[src/rtl/dummy_arya_mt.sv]
// Multi-thread core stand-in: per-thread IDLE/BUSY run emulation ending on count expiry, debug step edge or abort.
// Latency: start seen on an enabled edge raises thread_busy on that edge; done/aborted/last_count register on the ending edge.
// Backpressure: none; en=0 freezes every register, including pending done/aborted pulses.
module dummy_arya_mt #(
    parameter int NUM_THREADS_PER_CORE = 4,
    parameter int COUNT_WIDTH          = 10
) (
    input  logic                                        clk,
    input  logic                                        reset,
    input  logic                                        en,
    input  logic [NUM_THREADS_PER_CORE-1:0]             start_thread,
    input  logic [NUM_THREADS_PER_CORE*COUNT_WIDTH-1:0] run_length,
    input  logic                                        debug_on,
    input  logic [NUM_THREADS_PER_CORE-1:0]             debug_commands,
    input  logic [NUM_THREADS_PER_CORE-1:0]             abort,
    output logic [NUM_THREADS_PER_CORE-1:0]             thread_busy,
    output logic [NUM_THREADS_PER_CORE-1:0]             thread_done,
    output logic [NUM_THREADS_PER_CORE-1:0]             thread_aborted,
    output logic [NUM_THREADS_PER_CORE*COUNT_WIDTH-1:0] last_count
);

    localparam int N  = NUM_THREADS_PER_CORE;
    localparam int CW = COUNT_WIDTH;

    // One-bit encoding so thread_busy is the state flop itself.
    typedef enum logic {
        IDLE = 1'b0,
        BUSY = 1'b1
    } state_t;

    state_t          state_q [N];
    state_t          state_d [N];
    logic [CW-1:0]   cnt_q   [N];
    logic [CW-1:0]   cnt_d   [N];
    logic [CW-1:0]   len_q   [N];
    logic [CW-1:0]   len_d   [N];
    logic [CW-1:0]   last_q  [N];
    logic [CW-1:0]   last_d  [N];
    logic [CW-1:0]   rl_slice[N];
    logic [N-1:0]    done_q;
    logic [N-1:0]    done_d;
    logic [N-1:0]    abrt_q;
    logic [N-1:0]    abrt_d;
    logic [N-1:0]    cmd_prev;
    logic [N-1:0]    step;

    assign step = debug_commands & ~cmd_prev;

    for (genvar g = 0; g < N; g++) begin : g_thread_io
        assign rl_slice[g]                 = run_length[CW*g +: CW];
        assign last_count[CW*g +: CW]      = last_q[g];
        assign thread_busy[g]              = (state_q[g] == BUSY);
    end

    assign thread_done    = done_q;
    assign thread_aborted = abrt_q;

    always_comb begin
        for (int i = 0; i < N; i++) begin
            state_d[i] = state_q[i];
            cnt_d[i]   = cnt_q[i];
            len_d[i]   = len_q[i];
            last_d[i]  = last_q[i];
            done_d[i]  = 1'b0;
            abrt_d[i]  = 1'b0;
            case (state_q[i])
                IDLE: begin
                    if (start_thread[i]) begin
                        state_d[i] = BUSY;
                        cnt_d[i]   = '0;
                        // A zero length still occupies the thread for one cycle.
                        len_d[i]   = (rl_slice[i] == '0) ? CW'(1) : rl_slice[i];
                    end
                end
                BUSY: begin
                    if (abort[i]) begin
                        state_d[i] = IDLE;
                        abrt_d[i]  = 1'b1;
                        last_d[i]  = cnt_q[i] + CW'(1);
                    end else if (debug_on ? step[i] : (cnt_q[i] == len_q[i] - CW'(1))) begin
                        state_d[i] = IDLE;
                        done_d[i]  = 1'b1;
                        last_d[i]  = cnt_q[i] + CW'(1);
                    end else begin
                        cnt_d[i] = cnt_q[i] + CW'(1);
                    end
                end
                default: state_d[i] = IDLE;
            endcase
        end
    end

    always_ff @(posedge clk or negedge reset) begin
        if (!reset) begin
            for (int i = 0; i < N; i++) begin
                state_q[i] <= IDLE;
                cnt_q[i]   <= '0;
                len_q[i]   <= '0;
                last_q[i]  <= '0;
            end
            done_q   <= '0;
            abrt_q   <= '0;
            cmd_prev <= '0;
        end else if (en) begin
            for (int i = 0; i < N; i++) begin
                state_q[i] <= state_d[i];
                cnt_q[i]   <= cnt_d[i];
                len_q[i]   <= len_d[i];
                last_q[i]  <= last_d[i];
            end
            done_q   <= done_d;
            abrt_q   <= abrt_d;
            cmd_prev <= debug_commands;
        end
    end

endmodule

[config.mk]
export PLATFORM = sky130hd
export DESIGN_NAME = dummy_arya_mt
export DESIGN_NICKNAME = d
export VERILOG_FILES = /design/src/rtl/dummy_arya_mt.sv
export SDC_FILE = /design/constraint.sdc
export NUM_CORES = 1
export LEC_CHECK = 0
export ABC_CLOCK_PERIOD_IN_PS = 3500
export CAP_MARGIN = 10
export CORE_UTILIZATION = 35
export DETAILED_ROUTE_END_ITERATION = 10
export MAX_ROUTING_LAYER = met4
export SKIP_CTS_REPAIR_TIMING = 1
export SYNTH_ARGS = -nofsm -noshare
export SYNTH_HDL_FRONTEND = slang
export SYNTH_SLANG_ARGS = --single-unit
[constraint.sdc]
create_clock -name clk -period 3.5 [get_ports clk]
set_input_delay 0.525 -clock clk [delete_from_list [all_inputs] [get_ports clk]]
set_output_delay 0.525 -clock clk [all_outputs]
set_load 0.05 [all_outputs]
== Yosys cells after proc, flatten, opt, wreduce, memory -nomap -nowiden ==
Index checks and enable logic that the tools add are counted.
Word-level totals
  bits in registers: 136
  bits of input ports: 56
  output and inout bits: 52
  logic and storage cells: 137
Operators by class
  $add $sub $neg: 8
  eq/ne operators: 16
  muxes and demuxes: 68
  bitwise logic cells: 6
  reductions and logical operators: 20
Operator list (number)
  $mux W10: 24
  $pmux W10 S2: 4
  $add A10 B1 Y10 const B: 4
  $eq A10 B10 Y1: 4
  $logic_not A10 Y1: 4
  $sub A10 B1 Y10 const B: 4
  $mux W1: 36
  $ne A2 B2 Y1 const B: 12
  $reduce_and A3 Y1: 8
  $reduce_and A4 Y1: 4
  $pmux W1 S2: 4
  $reduce_bool A2 Y1: 4
  $and A4 B4 Y4: 1
  $not A1 Y1: 4
  $not A4 Y4: 1

== Depth between registers and ports, before layout ==
Gate-level depths: netlist of the first run.
  depth in word-level cells: 6
  gate-level depth with buffers: 11
  gate-level depth less buffers: 9

== Worst setup path after synthesis of the first run ==
No wires, ideal clock.
  path kind: flip-flop to flip-flop
  from: register len_q[30] (netlist name)
  to: register last_q (netlist bit last_count[2])
  setup time: 0.125 ns
  arrival: 2.730 ns
  required time: 3.375 ns
  setup slack: 0.644 ns
  stages on the path, launching flop included: 12
  buffers on the path: 2
  clock period less this slack: 2.856 ns
  path through: dfrtp_1 > inv_1 > ha_1 > nor3b_1 > nand2_1 > or4_2 > o31ai_1 > o31a_1 > buf_6 > o311a_4 > buf_12 > mux2_4
On the way
  word-level cells in the longest chain between the ends: 5
RTL lines
  start: declaration: line 35  | logic [CW-1:0] len_q [N];
  start signal: indexed assignment: line 108  | len_q[i] <= len_d[i];
  $sub A10 B1 Y10: line 80  | end else if (debug_on ? step[i] : (cnt_q[i] == len_q[i] - CW'(1))) begin
  $eq A10 B10 Y1: line 80
  $mux W1: line 80
  $reduce_bool A2 Y1 (no line)
  $reduce_and A3 Y1 (no line)
  end signal: indexed assignment: line 109  | last_q[i] <= last_d[i];
  end: declaration: line 37  | logic [CW-1:0] last_q [N];
Every way passes these cells.
A chain may end at the register's enable or synchronous reset.

== Final worst setup path of the first run ==
  from: register len_q[23] (netlist name)
  to: register last_q (netlist bit last_count[18])
Same word-level chain as after synthesis.

==> flow_summary.ini, run 1 <==
[outcome]
status = completed

[grt]
grt_pass1_vias = 5596
use_met3_pct = 3.37
antenna_found_initial = 0
grt-ovfl-total = 0
grt_max_degree = 79
use_met2_pct = 26.6
grt_pass1_wl_um = 29300
grtUsageMet1_pct = 23.7
top_usage_layer = met2
grt.total_usage_pct = 17.5

[clock_tree]
clock_latency_ns = 0.42
cts_tree = yes
numCtsBuffers = 17
clkTransAtPathRegs_ns = 0.06
clock_tree.root_cell = clkbuf_16
htree_levels = 4
cts_sinks = 136
clk_path_buf_depth = 2

[final_layout]
post-route-util_pct = 45.0
drive_gt1_share_pct = 17.2
antenna_cells = 0
final_nets = 903
fill_cells = 1984
syn2layout_area_growth_pct = 26.4

[route]
first_iter_violations = 323
drc = 0
ant_nets = 0
avgRoutedWirePerCell_um = 15.8
vias = 5767
routed_wl_um = 17800
dr.pass1.iters = 4
via_per_inst = 5.12

[synthesis]
synthArstFlopShare_pct = 100
syn_area_um2 = 7490
syn_inst = 726
syn_avg_cell_area_um2 = 10.3
yosysSeqAreaShare_pct = 45.4
ys.flop_type = dfrtp_1
synth_fp_nets = 790
synth-edff-count = 0
synth_top_area_share_pct = 45.4
yosysWarnings = 0
synth-seq-cells = 136
yosysUniqueCellTypes = 71
yosys.area.top_type = dfrtp_1
synth_area_leaders = dfrtp_1 45%, mux2_2 9.9%, xnor2_1 4.1%

[placed_design]
dp_slack_ns = 0.432
dp_hpwl_um = 12700
portBuffers = 107
gp_congestion = 0.786

[worst_setup_path]
timing.rr.start = len_q[23]
crit_chain = or4_1 -> o21ai_0 -> nand3_1 -> a2111oi_1 -> a21oi_1 -> a21oi_4 -> mux2_2
required_ns = 3.81
crit_family = compound AO/OA/AOI/OAI gates
r2r_slack_ns = 0.52
cpPeakStageDelay_ns = 0.59
worstPathMaxFanout = 10
crit_arrival_ns = 3.28
crit_path_end = last_count[18]
r2r_end = last_count[18]
startpoint_type = flip-flop
critical_path_buf_inv_count = 0
cp-startpoint = len_q[23]
crit_path_end_kind = flip-flop
cp_slowest_cell = or4_1
cp_num_cells = 7
r2r_cells = 7
path_class = reg2reg

[timing]
tightest_slew_ns = 0.760
finalCritPeriodShare_pct = 85.0
rsz0062_at_grt = no
max_slew_margin_pct = 49.3
final_max_slew_viol_count = 0
max_freq_mhz = 336
tns_ns = 0
finalHoldViolations = 0
fin_ws_ns = 0.523
period_needed_ns = 2.98
finalSetupViolations = 0
finClkSkew_ns = 0.0126

[die]
die_h_um = 148
die_area_um2 = 22000
ios = 108
core_um2 = 21000
start_util_pct = 35.6
die_x_um = 148
num_rows = 53

[power_and_ir_drop]
p_per_area_nw_per_um2 = 595
power_mw = 5.64
vdd_ir_drop_max_v = 0.000304
p_leak_nw = 4.18

[hold_path]
hold_path_class = in2async

[job]
cap_violations = 0
[cell type report]
class                   instances  area (um2)  share of cell area, %
repair buffers                121        1190                   12.6
well taps                     275         344                   3.64
multi-input cells             531        3830                   40.5
flip-flops and latches        136        3400                   36.0
clock inverters                11         125                   1.32
inverters                      32         120                   1.27
clock buffers                  20         447                   4.72
[logic make-up (layout without fill, tap and decap cells)]
kind of cell,Yosys count,in the layout,share of synthesized area [%]
xor+xnor,61,61,7.13
mux,84,84,12.9
compound gates,136,136,12.6
flops,136,136,45.4
fa+ha+maj,8,8,1.34
buf+inv,59,184,3.34
simple gates,242,242,17.2
[per-stage QoR]
stage | cells | area [um2] | hold slack (ns)
6_report | 1126 | 9460 | 0.133
5_1_grt | 1126 | 9460 | 0.196
4_1_cts | 1126 | 9460 | 0.166
3_5_place_dp | 1095 | 8890 | 0.480
3_3_place_gp | 1095 | 8890 | 0.477
2_1_floorplan | 726 | 7490 | 0.229
[Yosys cell counts (4+ instances only)]
master / instances
nor3b_1: 5
o22ai_1: 5
a21oi_1: 32
a311oi_1: 4
inv_1: 32
nor2b_1: 7
nor3_1: 19
o31ai_1: 6
and3b_1: 4
dfrtp_1: 136
ha_1: 8
buf_2: 4
nand2_1: 55
o32ai_1: 4
xor2_1: 26
a21o_1: 12
nor4_1: 7
or3_1: 8
nand3b_1: 6
nand2b_1: 14
clkbuf_1: 19
and3_1: 10
a31oi_1: 15
nand3_1: 41
nor2_1: 34
and2_1: 5
mux2i_1: 8
a211oi_1: 4
xnor2_1: 35
or2_2: 13
mux2_4: 8
o21ai_0: 25
mux2_2: 66
[registers in the layout (all words and copies together) (netlist names)]
| signal | flops |
|---|---|
| thread_done | 4 |
| cnt_q | 40 |
| thread_aborted | 4 |
| last_count | 40 |
| cmd_prev | 4 |
| thread_busy | 4 |
| len_q | 40 |
[per-layer routing]
layer	vias to the layer above	routed length (um)
met1	2788	8760
met5	-	0
met4	0	167
met2	116	8170
li1	2849	-
met3	14	655
[report_power, final]
part           total (mW)  internal, mW  switching (mW)
Clock                1.75          1.06           0.690
Sequential           2.23          1.86           0.369
Combinational        1.65         0.757           0.895
[worst min-delay path by stage]
stage                     cells after the start             end           start  slack (ns)
final                                         1  last_count[33]           reset        0.13
after detailed placement                      1  last_count[22]  last_count[22]        0.48
after CTS                                     1  last_count[33]           reset        0.17
after global routing                          1  last_count[33]           reset        0.20
after global placement                        1  last_count[22]  last_count[22]        0.48
after floorplan                               0     cmd_prev[0]           reset        0.23
[cells in the final DEF (no fill, tap or decap), drive strengths merged, types with 14 or more instances in the layout]
cell / netlist / final
xnor2: 35 / 35
nand3: 41 / 41
dfrtp: 136 / 136
o21ai: 25 / 25
buf: 8 / 15
a31oi: 15 / 15
a21oi: 34 / 34
clkdlybuf4s50: 0 / 106
nand2: 56 / 56
xor2: 26 / 26
clkbuf: 19 / 20
inv: 32 / 33
mux2: 76 / 76
nor2: 34 / 34
nand2b: 14 / 14
nor3: 19 / 19
[worst reg2reg max path: cells and delay by family, from the launching register on]
kind	cells	cell delay [ns]
AND/OR/NAND/NOR	2	0.69
flip-flops	1	0.45
multiplexers	1	0.38
AO/OA/AOI/OAI	4	1.34
No activity file was read; power rests on OpenSTA's default activity.
==> inputs of run 2 (changes only) <==
Settings changed: HOLD_SLACK_MARGIN set to 0.1.
==> results of run 2 <==
Final layout, timing and power as in run 1 (identical DEF).
==> inputs of run 3 (changes only) <==
Settings changed: CAP_MARGIN 10 to 5, SETUP_SLACK_MARGIN set to 0.1.
==> results of run 3 <==
Final layout, timing and power as in run 1 (identical DEF).
